===== src/rtl/seq_pattern_matcher_if.sv =====
// Serial-bit, pattern-programming and match-reporting signals of the pattern matcher.
// The testbench drives the master side; the matcher uses the slave side.
interface seq_pattern_matcher_if #(
  parameter int PAT_W = 4,
  parameter int CNT_W = 8
);
  logic             bit_in;
  logic             bit_valid;
  logic             overlap_mode;
  logic [PAT_W-1:0] pattern_in;
  logic [PAT_W-1:0] mask_in;
  logic             pattern_load;
  logic             count_clear;
  logic             match_pulse;
  logic [CNT_W-1:0] pattern_count;
  logic             count_saturated;
  logic             armed;

  modport master (
    output bit_in, bit_valid, overlap_mode, pattern_in, mask_in, pattern_load, count_clear,
    input  match_pulse, pattern_count, count_saturated, armed
  );

  modport slave (
    input  bit_in, bit_valid, overlap_mode, pattern_in, mask_in, pattern_load, count_clear,
    output match_pulse, pattern_count, count_saturated, armed
  );
endinterface


===== src/rtl/seq_pattern_matcher.sv =====
// Serial bit-pattern matcher: masked compare over a PAT_W-bit shift history with
// overlapping / non-overlapping counting and a saturating, clearable match counter.
module seq_pattern_matcher #(
  parameter int               PAT_W           = 4,
  parameter int               CNT_W           = 8,
  parameter logic [PAT_W-1:0] DEFAULT_PATTERN = PAT_W'(4'b1011)
) (
  input  logic                clock_100Mhz,
  input  logic                reset,
  seq_pattern_matcher_if.slave bus
);

  localparam int               FILL_W    = $clog2(PAT_W + 1);
  localparam logic [FILL_W-1:0] FILL_LAST = FILL_W'(PAT_W - 1);
  localparam logic [CNT_W-1:0]  CNT_MAX   = '1;

  typedef enum logic {FILL = 1'b0, ARMED = 1'b1} state_t;

  state_t            state_p0, state_nxt;
  logic [PAT_W-1:0]  shift_p0, shift_nxt;
  logic [PAT_W-1:0]  pattern_p0, pattern_nxt;
  logic [PAT_W-1:0]  mask_p0, mask_nxt;
  logic [FILL_W-1:0] fill_p0, fill_nxt;
  logic [CNT_W-1:0]  count_p1, count_nxt;
  logic              sat_p1, sat_nxt;
  logic              match_p1;

  logic              accept;
  logic              qualified;
  logic              hit;
  logic              match;
  logic [PAT_W-1:0]  shift_cand;

  function automatic logic [CNT_W-1:0] sat_inc(input logic [CNT_W-1:0] value);
    return (value == CNT_MAX) ? value : value + CNT_W'(1);
  endfunction

  // An all-zero mask would trivially match everything, so it disables detection.
  function automatic logic masked_hit(input logic [PAT_W-1:0] value,
                                      input logic [PAT_W-1:0] pat,
                                      input logic [PAT_W-1:0] mask);
    return (mask != '0) && (((value ^ pat) & mask) == '0);
  endfunction

  always_comb begin
    accept      = bus.bit_valid & ~bus.pattern_load;
    shift_cand  = {shift_p0[PAT_W-2:0], bus.bit_in};
    hit         = masked_hit(shift_cand, pattern_p0, mask_p0);
    // The bit that completes the fill already counts as a full window.
    qualified   = (state_p0 == ARMED) || (fill_p0 == FILL_LAST);
    match       = accept & hit & qualified;

    state_nxt   = state_p0;
    shift_nxt   = shift_p0;
    fill_nxt    = fill_p0;
    pattern_nxt = pattern_p0;
    mask_nxt    = mask_p0;
    count_nxt   = count_p1;
    sat_nxt     = sat_p1;

    if (bus.pattern_load) begin
      pattern_nxt = bus.pattern_in;
      mask_nxt    = bus.mask_in;
      shift_nxt   = '0;
      fill_nxt    = '0;
      state_nxt   = FILL;
    end else if (accept) begin
      if (match && !bus.overlap_mode) begin
        shift_nxt = '0;
        fill_nxt  = '0;
        state_nxt = FILL;
      end else begin
        shift_nxt = shift_cand;
        if (state_p0 == FILL) begin
          fill_nxt = fill_p0 + FILL_W'(1);
          if (fill_p0 == FILL_LAST) begin
            state_nxt = ARMED;
          end
        end
      end
    end

    if (bus.count_clear) begin
      count_nxt = '0;
      sat_nxt   = 1'b0;
    end else if (match) begin
      count_nxt = sat_inc(count_p1);
      sat_nxt   = sat_p1 | (sat_inc(count_p1) == CNT_MAX);
    end
  end

  // Stage p0 -> p1: history/FSM update and registered match reporting.
  always_ff @(posedge clock_100Mhz) begin
    if (reset) begin
      state_p0   <= FILL;
      shift_p0   <= '0;
      fill_p0    <= '0;
      pattern_p0 <= DEFAULT_PATTERN;
      mask_p0    <= '1;
      count_p1   <= '0;
      sat_p1     <= 1'b0;
      match_p1   <= 1'b0;
    end else begin
      state_p0   <= state_nxt;
      shift_p0   <= shift_nxt;
      fill_p0    <= fill_nxt;
      pattern_p0 <= pattern_nxt;
      mask_p0    <= mask_nxt;
      count_p1   <= count_nxt;
      sat_p1     <= sat_nxt;
      match_p1   <= match;
    end
  end

  assign bus.match_pulse     = match_p1;
  assign bus.pattern_count   = count_p1;
  assign bus.count_saturated = sat_p1;
  assign bus.armed           = (state_p0 == ARMED);

endmodule


===== src/flat_wrapper.sv =====
// flat-port wrapper written by rule: the top's interface ports become plain ports
module seq_pattern_matcher_flat 
#(
  parameter int               PAT_W           = 4,
  parameter int               CNT_W           = 8,
  parameter logic [PAT_W-1:0] DEFAULT_PATTERN = PAT_W'(4'b1011)
)
  (clock_100Mhz, reset, bus_bit_in, bus_bit_valid, bus_overlap_mode, bus_pattern_in, bus_mask_in, bus_pattern_load, bus_count_clear, bus_match_pulse, bus_pattern_count, bus_count_saturated, bus_armed);
  seq_pattern_matcher_if #(.PAT_W(PAT_W), .CNT_W(CNT_W)) bus_i ();
  input  logic clock_100Mhz;
  input  logic reset;
  input wire logic [$bits(bus_i.bit_in)-1:0] bus_bit_in;
  input wire logic [$bits(bus_i.bit_valid)-1:0] bus_bit_valid;
  input wire logic [$bits(bus_i.overlap_mode)-1:0] bus_overlap_mode;
  input wire logic [$bits(bus_i.pattern_in)-1:0] bus_pattern_in;
  input wire logic [$bits(bus_i.mask_in)-1:0] bus_mask_in;
  input wire logic [$bits(bus_i.pattern_load)-1:0] bus_pattern_load;
  input wire logic [$bits(bus_i.count_clear)-1:0] bus_count_clear;
  output wire logic [$bits(bus_i.match_pulse)-1:0] bus_match_pulse;
  output wire logic [$bits(bus_i.pattern_count)-1:0] bus_pattern_count;
  output wire logic [$bits(bus_i.count_saturated)-1:0] bus_count_saturated;
  output wire logic [$bits(bus_i.armed)-1:0] bus_armed;
  assign bus_i.bit_in = bus_bit_in;
  assign bus_i.bit_valid = bus_bit_valid;
  assign bus_i.overlap_mode = bus_overlap_mode;
  assign bus_i.pattern_in = bus_pattern_in;
  assign bus_i.mask_in = bus_mask_in;
  assign bus_i.pattern_load = bus_pattern_load;
  assign bus_i.count_clear = bus_count_clear;
  assign bus_match_pulse = bus_i.match_pulse;
  assign bus_pattern_count = bus_i.pattern_count;
  assign bus_count_saturated = bus_i.count_saturated;
  assign bus_armed = bus_i.armed;
  seq_pattern_matcher #(.PAT_W(PAT_W), .CNT_W(CNT_W), .DEFAULT_PATTERN(DEFAULT_PATTERN)) u_core (.clock_100Mhz(clock_100Mhz), .reset(reset), .bus(bus_i));
endmodule

===== config.mk =====
export PLATFORM = sky130hd
export DESIGN_NAME = seq_pattern_matcher_flat
export DESIGN_NICKNAME = d
export VERILOG_FILES = /design/src/rtl/seq_pattern_matcher_if.sv /design/src/rtl/seq_pattern_matcher.sv /design/src/flat_wrapper.sv
export SDC_FILE = /design/constraint.sdc
export NUM_CORES = 1
export LEC_CHECK = 0
export ABC_AREA = 1
export BUFFER_PORTS_ARGS = -buffer_cell sky130_fd_sc_hd__clkbuf_2
export CORE_ASPECT_RATIO = 1.25
export CORE_UTILIZATION = 50
export DETAILED_ROUTE_END_ITERATION = 16
export HOLD_SLACK_MARGIN = 0.03
export PLACE_DENSITY = 0.81
export SLEW_MARGIN = 20
export SYNTH_ARGS = -nofsm -noshare
export SYNTH_HDL_FRONTEND = slang
export SYNTH_SLANG_ARGS = --single-unit

===== constraint.sdc =====
create_clock -name clock_100Mhz -period 4.1 [get_ports clock_100Mhz]
set_input_delay 0 -clock clock_100Mhz [delete_from_list [all_inputs] [get_ports clock_100Mhz]]
set_output_delay 0 -clock clock_100Mhz [all_outputs]
set_load 0.02 [all_outputs]

==> impl_metrics.py <==
metrics = {
    "finish": {
        "multi_input_area_um2": 704.4,
        "nFillCells": 225,
        "fin_nets": 254,
        "layout_commonest_cell": "nand2_1",
        "final_cell_area_um2": 1642,
        "syn2layout_area_growth_pct": 23.42,
        "register_area_um2": 500.5,
        "most-common-layout-cells": "nand2_1, inv_1, clkbuf_2, dfxtp_1, nor2_1",
        "drive_gt1_frac": 0.1702,
        "num_antenna_cells": 0,
    },
    "synthesis": {
        "syn_area_per_cell_um2": 6.856,
        "synth_cell_types": 22,
        "netlist_area_um2": 1330,
        "synthCells": 194,
        "postSynthNetCount": 212,
        "ys.warnings.count": 0,
        "synth_seq_area_share": 0.3763,
        "ys_ff_latch": 25,
    },
    "worst_setup_path": {
        "slowest_delay_ns": 0.55,
        "crit_required_ns": 4.33,
        "reg2reg_from": "u_core.fill_p0[0]",
        "r2r_setup_slack_ns": 2.06,
        "r2r-end": "u_core.shift_p0[0]",
        "critical_path_class": "flip-flop to flip-flop",
        "critPathLaunchType": "flip-flop",
        "cp_slowest_cell": "dlygate4sd3_1",
        "crit_arrival_ns": 2.27,
        "endpoint_kind": "flip-flop",
        "crit_end": "u_core.shift_p0[0]",
        "crit_start": "u_core.fill_p0[0]",
        "crit_chain": "ha_1, ha_1, nor2_1, nor2_4, nand2_2, nor2_4, nand3_4, nand2_1, a21oi_1, dlygate4sd3_1",
        "path_max_fanout": 8,
        "reg2reg_depth": 10,
    },
    "global_routing": {
        "grt_max_degree": 14,
        "grt_use_met1": 0.2429,
        "track_usage": 0.2409,
        "grt_pass1_wl_um": 4864,
        "busiest_layer": "met2",
        "use_met2": 0.4440,
        "antenna_found_initial": 0,
        "met3_usage": 0.04532,
        "grt_pass1_vias": 1253,
        "overflow": 0,
    },
    "outcome": {
        "outcome": "finished clean",
    },
    "floorplanning": {
        "fp.coreArea_um2": 2477,
        "start_util": 0.5369,
        "rows": 20,
        "io_pins": 26,
        "die_w_um": 48.13,
        "die_h_um": 59.67,
        "die_area_um2": 2872,
    },
    "pwr": {
        "leakage_uw": 0.0007833,
        "seq_power_share": 0.607,
        "fin_total_pwr_uw": 422.9,
        "internal_power_uw": 313.4,
        "power_frac_comb": 0.124,
        "swShare": 0.2590,
        "p_switching_uw": 109.5,
        "power.density_nw_per_um2": 257.6,
        "p_clk_frac": 0.269,
        "ir_drop_v": 0.0002527,
    },
    "placed_design": {
        "place_hpwl_um": 2101,
        "placed_area_um2": 1485,
        "gp_congestion": 0.8648,
        "port_buffers": 25,
    },
    "cts": {
        "cts_made_buffers": 3,
        "clkSinkCount": 25,
        "clock_latency_ns": 0.33,
        "cts_max_level": 1,
        "clk_path_buf_depth": 2,
        "clkTransAtPathRegs_ns": 0.14,
        "tritoncts": "yes",
        "postCtsSetupBuffers": 0,
        "clockRootBuffer": "clkbuf_4",
        "cts-resized-gates": 0,
    },
    "timing": {
        "clock_skew_ns": 0.007784,
        "slew_headroom": 0.7161,
        "finalCritPeriodShare": 0.4985,
        "min_period_ns": 2.044,
        "worst_pin_slew_ns": 0.4243,
        "setup_viol": 0,
        "tns_ns": 0,
        "fmax_ghz": 0.4892,
        "grt_setup_unrepaired": "no",
        "hold_violations": 0,
        "slew_violations": 0,
    },
    "route": {
        "drt-total-wl_um": 2951,
        "vias": 1328,
        "drcViolationCount": 0,
        "ant_nets": 0,
        "drt_iter0_markers": 28,
        "via_per_inst": 4.955,
        "wl_per_cell_um": 11.01,
        "firstDrtPassIters": 4,
    },
    "hold_path": {
        "hold_class": "primary input to flip-flop",
    },
    "job": {
        "max-cap-violations": 0,
    },
}
-- worst min-delay path by stage --
stage	slack, ns	start	to	depth (start not counted)
floorplan	0.07	reset	u_core.bus.match_pulse	1
global placement	0.21	bus_pattern_in[1]	u_core.pattern_p0[1]	3
detailed placement	0.22	bus_mask_in[3]	u_core.mask_p0[3]	3
CTS	0.07	bus_pattern_load	u_core.mask_p0[3]	3
global route	0.12	bus_pattern_load	u_core.mask_p0[2]	3
finish	0.07	bus_pattern_load	u_core.mask_p0[0]	3
-- power by group through the flow --
stage	registers (µW)	clock network [µW]	logic, µW
2_1_floorplan	260	0	29.9
3_3_place_gp	261	0	41.4
3_5_place_dp	262	0	42.3
4_1_cts	256	114	52.0
5_1_grt	257	125	59.6
6_report	257	114	52.6
-- synthesized netlist by cell type --
master     n  share of area
nand2_1   56           0.16
dfxtp_1   25           0.38
inv_1     25          0.071
nor2_1    19          0.054
nand3_1   17          0.064
o21ai_0   13          0.049
a21oi_1   11          0.041
a31oi_1    4          0.019
nand2_2    4          0.019
ha_1       3          0.028
xnor2_1    3          0.020
nand2_4    2          0.017
nand4_1    2         0.0094
nor2_4     2          0.017
a211oi_1   1         0.0056
buf_6      1         0.0085
clkinv_4   1         0.0066
inv_8      1         0.0085
nand3_4    1          0.013
nand3b_1   1         0.0056
nor2_2     1         0.0047
o21bai_1   1         0.0056
-- cells by family (layout without fill, tap and decap cells) --
| family | count (synthesis) | in the layout | share of synthesized area |
|---|---|---|---|
| simple gates | 105 | 105 | 0.3612 |
| compound gates | 30 | 30 | 0.1204 |
| buf+inv | 28 | 69 | 0.09407 |
| flops | 25 | 25 | 0.3763 |
| fa+ha+maj | 3 | 3 | 0.02823 |
| xor+xnor | 3 | 3 | 0.01976 |
-- state kept, by name, summed over array words and instances, names as in the netlist --
name,count
u_core.bus.match_pulse,1
u_core.shift_p0,3
u_core.fill_p0,3
u_core.bus.count_saturated,1
u_core.bus.armed,1
u_core.bus.pattern_count,8
u_core.mask_p0,4
u_core.pattern_p0,4
-- area by class of cell --
class / instances / share of cell area
Clock buffer: 4 / 0.01601
Inverter: 27 / 0.06936
Multi-Input combinational cell: 141 / 0.4291
Sequential cell: 25 / 0.3049
Tap cell: 33 / 0.02515
Timing Repair Buffer: 38 / 0.1555
-- metal layers --
metal  up-vias  part of all wire
li1        702                 -
met1       589              0.42
met2        30              0.52
met3         7             0.030
met4         0             0.024
met5         -                 0
-- critical path: cells and delay by family, from the launching register on --
family | cells | cell delay, ns
adder cells (fa/ha/maj) | 2 | 0.30
buffers and inverters | 1 | 0.55
AO/OA/AOI/OAI | 1 | 0.06
AND/OR/NAND/NOR | 6 | 0.67
flip-flops | 1 | 0.38
-- through the flow --
step | std cells | util | hold WS (ns) | setup slack, ns
5_1_grt | 268 | 0.6626 | 0.1185 | 1.945
4_1_cts | 268 | 0.6626 | 0.07102 | 2.061
2_1_floorplan | 194 | - | 0.07238 | 2.499
3_5_place_dp | 251 | 0.5995 | 0.2177 | 2.456
3_3_place_gp | 251 | 0.5995 | 0.2102 | 2.457
6_report | 268 | 0.6626 | 0.07278 | 2.056
-- timing repair --
| item | 4_1_cts | 5_1_grt |
|---|---|---|
| hold endpoints to repair | 19 | 0 |
| hold buffers | 13 | 0 |
| endpoints found under the setup margin | 0 | 0 |
Note: power is estimated with default switching activity, not from simulation.
